File: src/rtl/bank_register_mp.sv
// Register bank with NUM_RD registered read ports, write bypass,
// a soft-clear sweep and a side-band debug read port.
module bank_register_mp #(
    parameter int DATA_SIZE = 32,
    parameter int REG_SIZE  = 5,
    parameter int BANK_SIZE = 32,
    parameter int NUM_RD    = 2,
    parameter int ZERO_REG  = 1
) (
    input  logic                         i_clock,
    input  logic                         i_reset_n,
    input  logic                         i_enable,
    input  logic                         i_clear,
    input  logic                         i_reg_write,
    input  logic [REG_SIZE-1:0]          i_write_reg,
    input  logic [DATA_SIZE-1:0]         i_write_data,
    input  logic [NUM_RD*REG_SIZE-1:0]   i_read_regs,
    output logic [NUM_RD*DATA_SIZE-1:0]  o_data,
    output logic                         o_ready,
    input  logic                         i_dbg_req,
    input  logic [REG_SIZE-1:0]          i_dbg_addr,
    output logic [DATA_SIZE-1:0]         o_dbg_data,
    output logic                         o_dbg_valid
);

    typedef enum logic {
        ST_CLEAR = 1'b0,
        ST_RUN   = 1'b1
    } state_t;

    localparam logic [REG_SIZE-1:0] LAST_IDX = REG_SIZE'(BANK_SIZE - 1);

    state_t                state;
    logic [REG_SIZE-1:0]   clr_idx;
    logic                  ready_q;
    logic [DATA_SIZE-1:0]  regs    [BANK_SIZE];
    logic [DATA_SIZE-1:0]  data_q  [NUM_RD];
    logic [DATA_SIZE-1:0]  rd_next [NUM_RD];
    logic [DATA_SIZE-1:0]  dbg_q;
    logic                  dbg_v_q;
    logic                  run;
    logic                  wr_en;

    // Address backed by real storage (not the hardwired zero register).
    function automatic logic addr_live(input logic [REG_SIZE-1:0] a);
        return (32'(a) < BANK_SIZE) && !((ZERO_REG != 0) && (a == '0));
    endfunction

    function automatic logic [DATA_SIZE-1:0] peek(input logic [REG_SIZE-1:0] a);
        return addr_live(a) ? regs[a] : '0;
    endfunction

    assign run   = (state == ST_RUN);
    assign wr_en = run && i_enable && i_reg_write && addr_live(i_write_reg);

    // Clear sweep / run sequencing; o_ready tracks the state register.
    always_ff @(posedge i_clock or negedge i_reset_n) begin
        if (!i_reset_n) begin
            state   <= ST_CLEAR;
            clr_idx <= '0;
            ready_q <= 1'b0;
        end else begin
            unique case (state)
                ST_CLEAR: begin
                    if (i_clear) begin
                        clr_idx <= '0;
                    end else if (clr_idx == LAST_IDX) begin
                        state   <= ST_RUN;
                        ready_q <= 1'b1;
                        clr_idx <= '0;
                    end else begin
                        clr_idx <= clr_idx + 1'b1;
                    end
                end
                ST_RUN: begin
                    if (i_clear) begin
                        state   <= ST_CLEAR;
                        ready_q <= 1'b0;
                        clr_idx <= '0;
                    end
                end
            endcase
        end
    end

    // Storage: the sweep zeroes one entry per cycle, otherwise normal writes.
    always_ff @(posedge i_clock) begin
        if (!run) begin
            regs[clr_idx] <= '0;
        end else if (wr_en) begin
            regs[i_write_reg] <= i_write_data;
        end
    end

    for (genvar k = 0; k < NUM_RD; k++) begin : g_rd
        logic [REG_SIZE-1:0] addr;
        assign addr       = i_read_regs[k*REG_SIZE +: REG_SIZE];
        assign rd_next[k] = (wr_en && (addr == i_write_reg))
                          ? i_write_data : peek(addr);
        assign o_data[k*DATA_SIZE +: DATA_SIZE] = data_q[k];
    end

    // Read ports advance only when running and enabled.
    always_ff @(posedge i_clock or negedge i_reset_n) begin
        if (!i_reset_n) begin
            for (int k = 0; k < NUM_RD; k++) begin
                data_q[k] <= '0;
            end
        end else if (run && i_enable) begin
            data_q <= rd_next;
        end
    end

    // Debug read sees the pre-write contents and ignores i_enable.
    always_ff @(posedge i_clock or negedge i_reset_n) begin
        if (!i_reset_n) begin
            dbg_q   <= '0;
            dbg_v_q <= 1'b0;
        end else begin
            dbg_v_q <= run && i_dbg_req;
            if (run && i_dbg_req) begin
                dbg_q <= peek(i_dbg_addr);
            end
        end
    end

    assign o_ready     = ready_q;
    assign o_dbg_data  = dbg_q;
    assign o_dbg_valid = dbg_v_q;

endmodule
File: config.mk
export PLATFORM = sky130hd
export DESIGN_NAME = bank_register_mp
export DESIGN_NICKNAME = d
export VERILOG_FILES = /design/src/rtl/bank_register_mp.sv
export SDC_FILE = /design/constraint.sdc
export NUM_CORES = 2
export LEC_CHECK = 0
export ABC_AREA = 1
export CORE_UTILIZATION = 25
export CTS_CLUSTER_SIZE = 14
export DETAILED_ROUTE_END_ITERATION = 8
export GPL_TIMING_DRIVEN = 0
export PLACE_DENSITY = 0.39
export SYNTH_ARGS = -nofsm -noshare
export SYNTH_HDL_FRONTEND = slang
export SYNTH_SLANG_ARGS = --single-unit
File: constraint.sdc
create_clock -name i_clock -period 9.4 [get_ports i_clock]
set_input_delay 1.88 -clock i_clock [delete_from_list [all_inputs] [get_ports i_clock]]
set_output_delay 1.88 -clock i_clock [all_outputs]
set_load 0.02 [all_outputs]
[Word level (Yosys, flattened, before mapping)]
Memory sizes are Yosys's and may differ from the RTL's.
Cells that the tools add are included.
Word-level totals
  memories kept: 1
  bits in writable memories: 1024
  word-level logic and storage cells: 53
  bits of input ports: 58
  output and inout bits: 98
  register bits after elaboration: 104
Cells by class
  reductions and logical operators: 13
  add/subtract/negate cells: 1
  bitwise operators: 1
  equality and inequality tests: 6
  muxes and demuxes: 24
Memory list
  regs: words 32, width 32, rd ports 3, clocked after memory_dff 0, wr ports 1, RTL line 36  | logic [DATA_SIZE-1:0] regs [BANK_SIZE];
Operators by type and width (number)
  32-bit 2-to-1 mux: 6
  32-bit OR reduction: 1
  5-bit logical NOT: 4
  5-bit 2-to-1 mux: 4
  1-bit 2-to-1 mux: 11
  5-bit equality test: 2
  5-bit one-hot mux with 2 select lines: 1
  1-bit logical AND: 6
  2-bit != test, second input constant: 3
  5-bit by 1-bit adder with 5-bit output, second input constant: 1
  5-bit equality test, second input constant: 1
  1-bit one-hot mux with 2 select lines: 2
  3-bit AND reduction: 1
  1-bit logical NOT: 1
  1-bit inverter: 1

[Depth between registers and ports, before layout]
  depth after elaboration: 8
  depth in mapped cells: 12
  mapped depth without buffers: 10

[Worst setup path after synthesis]
Ideal clock, no wire load.
  path type: in2reg
  start: in i_write_reg[0]
  end: mem regs[0][0] (enable)
  required time: 8979 ps
  library setup time: 421 ps
  stages: 10
  arrival time: 4163 ps
  path buffers: 1
  setup slack: 4816 ps
  path through: nor2_1 -> nand3_1 -> nand2_2 -> buf_6 -> nand2_1 -> o21ai_0 -> inv_1 -> nor2_1 -> nand2_1 -> nor2_1
On the way
  longest elaborated chain between the ends: 8
  elaborated cells between the ends (all ways): 9
  those cells by class: 5 x mux; 4 x reduce/logical
Ends and longest elaborated chain
  from (decl): RTL line 15  | input logic [REG_SIZE-1:0] i_write_reg,
  5-bit logical NOT: RTL line 46  | return (32'(a) < BANK_SIZE) && !((ZERO_REG != 0) && (a == '0));
  1-bit logical NOT: RTL line 46
  1-bit logical AND: RTL line 54  | assign wr_en = run && i_enable && i_reg_write && addr_live(i_write_reg);
  1-bit 2-to-1 mux: RTL line 90  | end else if (wr_en) begin
  1-bit 2-to-1 mux: RTL line 88  | if (!run) begin
  1-bit 2-to-1 mux (not written as such): RTL line 91  | regs[i_write_reg] <= i_write_data;
  32-bit OR reduction (no line)
  5-bit 2-to-1 mux (no line) / 1-bit 2-to-1 mux (equally long branches)
  to (decl): RTL line 36
Parallel ways exist; a longest one is shown, timed or not.

[Worst setup path after layout]
  start: in i_enable
  end: mem regs[5][28] (enable)
On the way
  longest elaborated chain between the ends: 8
  elaborated cells between the ends (all ways): 9
  those cells by class: 5 x mux; 4 x reduce/logical
Ends and longest elaborated chain
  from (decl): RTL line 12  | input logic i_enable,
  1-bit logical AND (*) (3 in a row): RTL line 54
  1-bit 2-to-1 mux (*): RTL line 90
  1-bit 2-to-1 mux (*): RTL line 88
  1-bit 2-to-1 mux (not written as such) (*): RTL line 91
  32-bit OR reduction (no line)
  5-bit 2-to-1 mux (no line) / 1-bit 2-to-1 mux (equally long branches)
Every way passes the cells marked *; elsewhere a longest branch is shown, timed or not.

==> qor.tcl <==
set qor(status) {complete, but fails checks}
set qor(failed_checks) {capacitance limit, slew limit}
set qor(timing_worst_setup_path_type) {in2reg}
set qor(detailedRoute.firstPassIterationCount) 6
set qor(die_height_um) 514
set qor(vias_in_the_first_global_route) 65600
set qor(finish.net_count) 8773
set qor(num_rows) 187
set qor(totalPowerFinal_uw) 14200
set qor(async_reset_ff_share_pct) 9.22
set qor(syn_inst_count) 8322
set qor(critPathMaxFanout) 15
set qor(finClkSkew_ns) 0.0322
set qor(fraction_of_the_yosys_area_taken_by_sequential_cells_pct) 50.8
set qor(syn-num-nets) 8382
set qor(gr-usage-all-layers_pct) 41.5
set qor(drive_above_1_share_pct) 8.72
set qor(leading_cell_type_in_the_layout_fill_and_taps_excluded) {nand2_1}
set qor(vias_per_cell) 6.00
set qor(grt_remaining_overflow) 0
set qor(cts_inserted_buffers) 154
set qor(cts.path.max_buffers) 3
set qor(leakage_uw) 0.0320
set qor(floorplan.core_area_sq_mm) 0.260
set qor(most-common-layout-cells) {nand2_1 (2,822), nand3_1 (1,292), edfxtp_1 (1,024)}
set qor(cts_tree) {built}
set qor(numClockSinks) 1128
set qor(post-route-period-util_pct) 61.0
set qor(insertion_delay_ns) 0.88
set qor(max_slew_violations) 298
set qor(flow.area_growth_from_synthesis_pct) 20.6
set qor(fmax_ghz) 0.174
set qor(endpoint_kind) {flip-flop}
set qor(place_ws_ns) 2.99
set qor(number_of_gates_resized_after_cts) 0
set qor(seq_cells_post_synth) 1128
set qor(critical_path.n_buffers_inverters) 3
set qor(maxCapViolCount) 32
set qor(portion_of_total_power_attributed_to_sequential_cells_pct) 38.6
set qor(worst-endpoint-required_ns) 9.96
set qor(drt_first_iter_violations) 14500
set qor(critical_path.cell_chain) {clkdlybuf4s50_1, nand2_1, nor2_1, nand2_2, o21ai_0, nand3_1, nor2_4, buf_12, buf_16}
set qor(count_of_yosys_warnings_during_synthesis) 0
set qor(route.vias.total) 74200
set qor(worst_path_top_cell_family_by_delay) {simple AND/OR/NAND/NOR gates}
set qor(sequential_cell_area_sq_mm) 0.0334
set qor(netSwitchingFraction_pct) 33.1
set qor(fp.dieW_um) 514
set qor(drt_drc_violations_left) 0
set qor(root_buffer) {clkbuf_16}
set qor(dominantRegCellSynth) {edfxtp_1}
set qor(synth.cell_area_sq_mm) 0.0656
set qor(power-per-cell-area_mw_per_mm2) 179
set qor(antenna_found_initial) 45
set qor(place_congestion) 1.07
set qor(crit_slowest_cell) {nor2_4}
set qor(syn-mean-instance-area_sq_um) 7.88
set qor(num_io_pins) 156
set qor(final.min_clock_period_ns) 5.73
set qor(max-vdd-ir-drop_v) 0.000224
set qor(largest_net_degree_at_the_start_of_global_routing) 70
set qor(setup_viol_count_final) 0
set qor(p_clk_share_pct) 44.1
set qor(cts_hold_buf) 0
set qor(p_comb_share_pct) 17.3
set qor(rsz0062_at_grt) {false}
set qor(design.die.area_sq_mm) 0.264
set qor(synth_cell_type_count) 32
set qor(class_of_the_worst_hold_path) {reg2reg}
set qor(number_of_enable_type_register_cells_in_the_synthesized_netlist) 1024
set qor(finalWirelength_um) 564000
set qor(multiInputGateArea_sq_mm) 0.0281
set qor(finalHoldViolations) 0
set qor(initial_utilization_pct) 25.2
set qor(timing.critical_path.slowest_cell_delay_ns) 0.96
set qor(rrSetupSlack_ns) 4.16
set qor(place.port_buffers) 147
set qor(internal-power_uw) 9490
set qor(cts_max_level) 4
set qor(cts_setup_buffers) 0
set qor(global_route_wire_length_before_repair_um) 707000
set qor(detail-route-antenna-nets) 0
set qor(tightestPinTransition_ns) 1.68
set qor(finalWorstSetupSlack_ns) 3.67
set qor(net_switching_power_uw) 4700
set qor(hpwl_dp_um) 424000
set qor(max-slew-margin-rel_pct) -12.0
set qor(worst_setup_hold_path_clk_slew_ns) 0.05
set qor(cp-start-kind) {input pin}
set qor(wire_per_inst_um) 45.6
set qor(nFillCells) 28000
set qor(worstPathArrival_ns) 6.29
layout make-up:
class,instances,area share [%]
antenna,29,0.0917
timing repair buffer,235,4.34
buffer,663,3.82
inverter,436,2.07
sequential,1128,42.2
multi-input combinational,6095,35.5
tap,3496,5.53
clock buffer,196,5.33
clock inverter,90,1.13
synth_stat cells (2+ instances only):
| library cell | number | share of area [%] |
|---|---|---|
| nand2_1 | 2823 | 16 |
| a21oi_1 | 627 | 4.8 |
| buf_1 | 82 | 0.47 |
| nor2_1 | 433 | 2.5 |
| buf_4 | 25 | 0.29 |
| o21ai_0 | 429 | 3.3 |
| inv_1 | 428 | 2.4 |
| ha_1 | 2 | 0.038 |
| buf_6 | 2 | 0.034 |
| nor2_4 | 5 | 0.086 |
| nand2_2 | 2 | 0.019 |
| clkbuf_1 | 238 | 1.4 |
| nand3_1 | 1292 | 9.9 |
| buf_2 | 316 | 2.4 |
| or2_2 | 3 | 0.029 |
| o22ai_1 | 2 | 0.019 |
| inv_2 | 6 | 0.034 |
| o21ai_1 | 35 | 0.27 |
| xnor2_1 | 8 | 0.11 |
| nand4_1 | 3 | 0.029 |
| edfxtp_1 | 1024 | 47 |
| o211ai_1 | 424 | 4.9 |
| dfrtp_1 | 104 | 4.0 |
power groups by stage:
stage | sequential (uW) | combinational, uW | clock (uW)
finish | 5480 | 2460 | 6250
global route | 5480 | 2390 | 6400
CTS | 5480 | 2280 | 6240
detailed placement | 5580 | 2280 | 0
global placement | 5590 | 2250 | 0
floorplan | 5580 | 919 | 0
registers in the layout, summed over array words and instances (netlist names):
register and cells:
run 1, regs 1024, o_dbg_valid 1, o_dbg_data 32, o_data 64, o_ready 1, clr_idx 5
final timing paths:
check	start	endpoint	cells after the start
setup / recovery	i_enable	regs[5][28]	9
min in group asynchronous	i_reset_n	o_dbg_data[30]	1
max in group asynchronous	i_reset_n	o_dbg_data[5]	2
hold / removal	o_dbg_data[9]	o_dbg_data[9]	2
setup reg to reg	run	regs[5][28]	8
hold reg to reg	o_dbg_data[9]	o_dbg_data[9]	2
stage by stage:
step	setup TNS (ns)	utilization [%]	instances	cell area, sq um	hold slack, ns
2_1_floorplan	0	-	8322	65600	0.532
3_3_place_gp	-21.91	27.5	12000	71500	0.465
3_5_place_dp	0	28.4	12100	73900	0.467
4_1_cts	0	30.4	12300	79000	0.482
5_1_grt	0	30.4	12300	79100	0.502
6_report	0	30.4	12400	79100	0.478
kinds of logic after synthesis:
| group | share of synthesized area [%] |
|---|---|
| AND/OR/NAND/NOR | 28.7 |
| AO/OA/AOI/OAI | 13.3 |
| flip-flops | 50.8 |
| buffers and inverters | 7.06 |
| XOR/XNOR | 0.145 |
| adder cells (fa/ha/maj) | 0.0381 |
worst min-delay path: cells and delay by family, from the launching register on:
family,cells,cell delay (ns)
flip-flops,1,0.34
AND/OR/NAND/NOR,2,0.10
routing by layer:
metal / track usage [%] / share of wire (%) / vias up
met3: 8.37 / 10 / 1478
met2: 58.7 / 40 / 6504
met4: 40.5 / 12 / 2
met5: 0 / 0.0019 / -
met1: 52.0 / 38 / 37000
li1: - / - / 29300
Note: power is estimated with default switching activity, not from simulation.
